[src/rtl/regfile_pkg.sv]
// Shared constants, word type and reset-image helper for the 2R1W register file.
// Optional build macro REGFILE_BYPASS_EN forwards same-edge writes to the read ports.
package regfile_pkg;

  localparam int DEF_WIDTH     = 8;
  localparam int DEF_DEPTH     = 2;
  localparam int DEF_INIT_BASE = 4;

  typedef logic [DEF_WIDTH-1:0] word_t;

  // Reset value of entry i; callers cast the result down to their own WIDTH.
  function automatic logic [63:0] init_val(input int unsigned base,
                                           input int unsigned i,
                                           input int unsigned width);
    logic [63:0] v;
    v = 64'(base) + 64'(i);
    if (width < 64) v = v & ((64'd1 << width) - 64'd1);
    return v;
  endfunction

endpackage

[src/rtl/regfile_rd_port.sv]
// One registered read port: samples data and pending bit for its address.
// With REGFILE_BYPASS_EN defined, a same-edge write to the read address is forwarded.
module regfile_rd_port
  import regfile_pkg::*;
#(
  parameter int  WIDTH = DEF_WIDTH,
  parameter int  DEPTH = DEF_DEPTH,
  localparam int AW    = $clog2(DEPTH)
) (
  input  logic                        clk,
  input  logic                        rst,
  input  logic [AW-1:0]               rd_addr,
  input  logic [DEPTH-1:0][WIDTH-1:0] mem,
  input  logic [DEPTH-1:0]            pend_q,
  input  logic [DEPTH-1:0]            pend_d,
  input  logic                        wr_en,
  input  logic [AW-1:0]               wr_addr,
  input  logic [WIDTH-1:0]            wr_data,
  output logic [WIDTH-1:0]            rd_data,
  output logic                        pend
);

  logic [WIDTH-1:0] data_d, data_q;
  logic             pbit_d, pbit_q;

  always_comb begin
    data_d = mem[rd_addr];
    pbit_d = pend_q[rd_addr];
`ifdef REGFILE_BYPASS_EN
    // Forwarded pending is the post-edge bit, so a same-address reserve still shows.
    if (wr_en && (wr_addr == rd_addr)) begin
      data_d = wr_data;
      pbit_d = pend_d[rd_addr];
    end
`endif
  end

`ifndef REGFILE_BYPASS_EN
  logic unused_fwd;
  assign unused_fwd = ^{wr_en, wr_addr, wr_data, pend_d};
`endif

  always_ff @(posedge clk) begin
    if (rst) begin
      data_q <= '0;
      pbit_q <= 1'b0;
    end else begin
      data_q <= data_d;
      pbit_q <= pbit_d;
    end
  end

  assign rd_data = data_q;
  assign pend    = pbit_q;

endmodule

[src/rtl/regfile_2r1w.sv]
// DEPTH x WIDTH register file, one write and two registered read ports, with a
// per-entry pending scoreboard. Build macro REGFILE_BYPASS_EN enables write-to-read forwarding.
module regfile_2r1w
  import regfile_pkg::*;
#(
  parameter int  WIDTH     = DEF_WIDTH,
  parameter int  DEPTH     = DEF_DEPTH,
  parameter int  INIT_BASE = DEF_INIT_BASE,
  localparam int AW        = $clog2(DEPTH)
) (
  input  logic             clk,
  input  logic             rst,
  input  logic             wr_en,
  input  logic [AW-1:0]    wr_addr,
  input  logic [WIDTH-1:0] wr_data,
  input  logic [AW-1:0]    rd_addr1,
  input  logic [AW-1:0]    rd_addr2,
  output logic [WIDTH-1:0] rd_data1,
  output logic [WIDTH-1:0] rd_data2,
  input  logic             rsv_en,
  input  logic [AW-1:0]    rsv_addr,
  output logic             pend1,
  output logic             pend2,
  output logic             any_pend
);

  logic [DEPTH-1:0][WIDTH-1:0] mem_q, mem_d;
  logic [DEPTH-1:0]            pend_q, pend_d;
  logic                        any_pend_q;

  // Reserve is applied after the write clear so it wins on a shared address.
  always_comb begin
    mem_d  = mem_q;
    pend_d = pend_q;
    if (wr_en) begin
      mem_d[wr_addr]  = wr_data;
      pend_d[wr_addr] = 1'b0;
    end
    if (rsv_en) pend_d[rsv_addr] = 1'b1;
  end

  always_ff @(posedge clk) begin
    if (rst) begin
      for (int i = 0; i < DEPTH; i++)
        mem_q[i] <= WIDTH'(init_val(INIT_BASE, i, WIDTH));
      pend_q     <= '0;
      any_pend_q <= 1'b0;
    end else begin
      mem_q      <= mem_d;
      pend_q     <= pend_d;
      any_pend_q <= |pend_d;
    end
  end

  logic [1:0][AW-1:0]    rd_addr;
  logic [1:0][WIDTH-1:0] rd_data;
  logic [1:0]            rd_pend;

  assign rd_addr = {rd_addr2, rd_addr1};

  for (genvar p = 0; p < 2; p++) begin : g_rd
    regfile_rd_port #(.WIDTH(WIDTH), .DEPTH(DEPTH)) u_port (
      .clk     (clk),
      .rst     (rst),
      .rd_addr (rd_addr[p]),
      .mem     (mem_q),
      .pend_q  (pend_q),
      .pend_d  (pend_d),
      .wr_en   (wr_en),
      .wr_addr (wr_addr),
      .wr_data (wr_data),
      .rd_data (rd_data[p]),
      .pend    (rd_pend[p])
    );
  end

  assign rd_data1 = rd_data[0];
  assign rd_data2 = rd_data[1];
  assign pend1    = rd_pend[0];
  assign pend2    = rd_pend[1];
  assign any_pend = any_pend_q;

endmodule
[config.mk]
export PLATFORM = sky130hd
export DESIGN_NAME = regfile_2r1w
export DESIGN_NICKNAME = d
export VERILOG_FILES = /design/src/rtl/regfile_pkg.sv /design/src/rtl/regfile_rd_port.sv /design/src/rtl/regfile_2r1w.sv
export SDC_FILE = /design/constraint.sdc
export NUM_CORES = 1
export LEC_CHECK = 0
export CAP_MARGIN = 30
export CORE_ASPECT_RATIO = 0.75
export CORE_MARGIN = 2
export CORE_UTILIZATION = 42
export DETAILED_ROUTE_END_ITERATION = 10
export PLACE_DENSITY = 0.74
export SYNTH_ARGS = -nofsm -noshare
export SYNTH_HDL_FRONTEND = slang
export SYNTH_SLANG_ARGS = --single-unit
[constraint.sdc]
create_clock -name clk -period 0.8 [get_ports clk]
set_input_delay 0.12 -clock clk [delete_from_list [all_inputs] [get_ports clk]]
set_output_delay 0.12 -clock clk [all_outputs]
set_load 0.05 [all_outputs]
; ---- Yosys cells after proc, flatten, opt, wreduce, memory -nomap -nowiden
; Cells that the tools add are included.
[word_totals]
reg_bits = 37
in_bits = 16
out_inout_bits = 19
word_cells = 37
[classes]
magnitude_cmp = 6
mux = 17
bitwise_logic = 3
reduce_logical = 3
[op_table]
columns = operator, count
row1 = $mux 8, 5
row2 = $bwmux 16, 1
row3 = $demux 8 s1, 1
row4 = $lt 1x2->1 const B, 4
row5 = $mux 1, 6
row6 = $mux 2, 2
row7 = $and 2x2->2, 1
row8 = $demux 1 s1, 2
row9 = $ge 1x1->1 const B, 2
row10 = $logic_and 1x1->1, 2
row11 = $not 2->2, 1
row12 = $or 2x2->2, 1
row13 = $reduce_or 2->1, 1

; ---- Logic depth before layout (Yosys ltp)
[logic_depth]
word_depth = 10
mapped_depth = 4

; ---- By module
; A second synthesis with hierarchy kept.
[hier_totals]
cells_unflattened = 143
hier_area_um2 = 1342.5
[modules_own_cells]
columns = mod, instances, cells_each, area_per_inst_um2
row1 = regfile_2r1w, 1, 85, 704.4
row2 = regfile_rd_port, 2, 29, 319.1

; ---- Worst setup path before layout
; No wires, ideal clock.
[synth_path]
path_kind = input to register
from = in wr_addr
to = reg any_pend_q, in the netlist any_pend
setup_time_ps = 122
arrival_time_ps = 595
required_time_ps = 678
setup_slack_ps = 83
cell_stages = 4
n_path_buf = 1
path_cell_list = nand2b_1 -> buf_6 -> a21oi_2 -> a31oi_1
[synth_between]
elab_chain_len = 10
word_cells_on_any_way = 11
[synth_rtl]
columns = item, line_no
row1 = start: declaration, regfile_2r1w.sv:14  ; input logic [AW-1:0] wr_addr,
row2 = $lt 1x2->1 (not written as such) / $ge 1x1->1 (equally long branches), regfile_2r1w.sv:37  ; pend_d[wr_addr] = 1'b0;
row3 = $logic_and 1x1->1 (not written as such), regfile_2r1w.sv:37
row4 = $mux 1 (not written as such), regfile_2r1w.sv:37
row5 = $demux 1 s1 (*), regfile_2r1w.sv:37
row6 = $not 2->2 (no source line) (*), -
row7 = $and 2x2->2 (no source line) (*), -
row8 = $mux 2 (*), regfile_2r1w.sv:35  ; if (wr_en) begin
row9 = $or 2x2->2 (no source line), -
row10 = $mux 2 (*), regfile_2r1w.sv:39  ; if (rsv_en) pend_d[rsv_addr] = 1'b1;
row11 = $reduce_or 2->1 (*), regfile_2r1w.sv:51  ; any_pend_q <= |pend_d;
row12 = end signal: assignment, regfile_2r1w.sv:51
row13 = end: declaration, regfile_2r1w.sv:29  ; logic any_pend_q;
; Every way passes the cells marked *; elsewhere a longest branch is shown, timed or not.
; A chain may end at the register's enable or synchronous reset.

; ---- Final worst setup path
[layout_path]
from = reg g_rd[1].u_port.data_q[5]
to = out rd_data2[5]
[layout_rtl]
columns = item, line_no
row1 = start: declaration, regfile_rd_port.sv:23  ; logic [WIDTH-1:0] data_d, data_q;
row2 = start signal: assignment, regfile_rd_port.sv:48  ; data_q <= data_d;
row3 = end: declaration, regfile_2r1w.sv:19  ; output logic [WIDTH-1:0] rd_data2,
; No word-level cell between the ends.

==> out/results.ini <==
[status]
status=finished with violations
violations=negative setup slack

[placement]
dp_hpwl_um=1979
place_area_sq_mm=0.001897
place.gp.congestion=0.7592
dp.cells=209
port_buffers=34

[global_routing]
grt_pass1_vias=1064
grt_pass1_wl_um=4926
antenna_found_initial=0
grt_max_degree=22
track_usage_pct=19.49
grt.overflow.total=0

[power]
p_per_area_mw_per_mm2=1929
peakVddDrop_v=0.001225
p_leak_nw=0.8886

[synthesis]
synth_area_sq_mm=0.001318
syn_nets=157
ys_ff_latch=37
syn_area_per_cell_sq_um=9.344
ys_warn_count=0
seq_area_frac_synth_pct=56.22
synth_cell_types=14
syn_inst=141

[clocking]
clockRootBuffer=clkbuf_8
cts_tree=yes
clk_path_buf_depth=2
clkTransAtPathRegs_ps=70
clock_latency_ps=290
post-cts-setup-buffers=0
htreeDepth=2
cts-buffers-inserted=5
cts.sinks=37

[layout]
antenna_cells=0
postLayoutCellArea_sq_mm=0.002090
layout-drive-gt1-share_pct=32.60
stdcell_count=219
final_nets=197
synthToLayoutAreaGrowth_pct=58.59

[routing]
detail_route.iter0.violations=49
num_vias=1094
postRouteAntennaNets=0
drt_pre_antenna_iters=6
wirelength_um=3018
post-route-drc-count=0
wl_per_cell_um=13.78
viasPerCell=4.995

[floorplanning]
die_w_um=68.67
core_region_area_sq_mm=0.002957
die_area_sq_mm=0.003606
rows=17
start_util_pct=44.56
die_y_um=52.51
io_pins=35

[sta]
min_period_ps=887.3
fin_tns_setup_ps=-1511
fmax_mhz=1127
setup_viol=19
slew_viol_final=0
tightest_slew_ps=216.1
hold_slack_ps=280.0
fin_skew_ps=2.672
fin_crit_sh_pct=110.9
hold_viol=0
slew_headroom_pct=85.59
rsz0062_at_grt=yes
setup_ws_ps=-87.26

[critical_path]
path_buf_inv=1
critPathKind=flip-flop to primary output
rrSetupSlack_ps=110
path_max_fanout=1
critPathTopFamily=flip-flops
reg2reg_depth=2
r2r-end=any_pend
crit_chain=buf_12
cp_num_cells=1
crit_path_start_kind=flip-flop
critPathLaunch=g_rd[1].u_port.rd_data[5]
max_stage_delay_ps=340
cp.required_ps=680
crit_path_end=rd_data2[5]
slowest_stage=dfxtp_2
cp-end-kind=primary output
timing.rr.start=pend_q[0]
arrival_ps=770

[hold_path]
worstHoldPathType=input pin to flip-flop
min_delay_path_depth=4

[job]
drv_cap=0

cell usage after synthesis:
cell type	count	area share, %
dfxtp_1	37	56
and2_1	1	0.48
nand3b_1	3	1.7
buf_6	1	0.85
a21oi_1	14	5.3
nor2b_1	2	0.95
nand2b_1	1	0.48
nor2_1	19	5.4
mux2i_1	18	14
nand2_1	35	10
buf_4	4	2.3
buf_2	4	1.5
a21oi_2	1	0.66
a31oi_1	1	0.48
area by class of cell:
type | count | area, sq um
sequential | 37 | 764.5
tap | 38 | 47.55
multi-input combinational | 96 | 541.8
fill | 210 | 867.1
timing repair buffer | 41 | 649.4
clock buffer | 7 | 86.33
sequential cells by signal (all words and copies together) (netlist names):
name and cells:
pend_q 2, g_rd.u_port.pend 2, any_pend 1, g_rd.u_port.rd_data 16
mem_q 16
where the power goes:
part	switching [mW]	total (mW)	internal, mW
Clock	0.605	1.29	0.682
Combinational	0.348	0.728	0.380
Sequential	0.0719	2.02	1.94
cells by family (layout without fill, tap and decap cells):
kind of cell	after synthesis	after routing	synth area share, %
AND/OR/NAND/NOR	61	62	18.99
flip-flops	37	37	56.22
multiplexers	18	18	13.68
AO/OA/AOI/OAI	16	16	6.458
buffers and inverters	9	48	4.653
stage by stage:
| step | worst slack (ps) | utilization [%] | total power, mW |
|---|---|---|---|
| floorplan | 83.04 | - | 2.375 |
| global route | -120.0 | 70.67 | 4.205 |
| finish | -87.26 | 70.67 | 4.031 |
| CTS | -96.08 | 70.76 | 4.054 |
| global placement | -486.5 | 64.16 | 2.699 |
| detailed placement | -543.8 | 64.16 | 2.721 |
metal layers:
metal  up-vias  share of wire (%)  track usage (%)
li1        536                  -                -
met4         0                1.8            7.667
met1       509                 40            23.19
met5         -                  0                0
met2        43                 50            31.09
met3         6                8.4            7.957
what timing repair did:
item | in CTS | in global routing
hold buffers | 0 | 0
cloned | 3 | 0
resized for setup | 30 | 2
endpoints found under the setup margin | 56 | 26
layout by cell type, fill, tap and decap left out, drive strengths merged:
cell and n:
a21oi 15, nand2b 2, dfxtp 37, nand2 35, nor2 19, clkdlybuf4s50 11
dlygate4sd2 3, bufbuf 2, mux2i 18, and2 1, a31oi 1, buf 24
nand3b 3, nor2b 2, clkbuf 8
worst min path at each step:
stage / startpoint / endpoint / slack (ps)
global placement: mem_q[14] / mem_q[14] / 460
global route: wr_en / mem_q[2] / 300
finish: wr_en / mem_q[2] / 280
CTS: wr_data[5] / mem_q[13] / 400
floorplan: wr_data[2] / mem_q[2] / 240
detailed placement: mem_q[0] / mem_q[0] / 470
No activity file was read; power rests on OpenSTA's default activity.
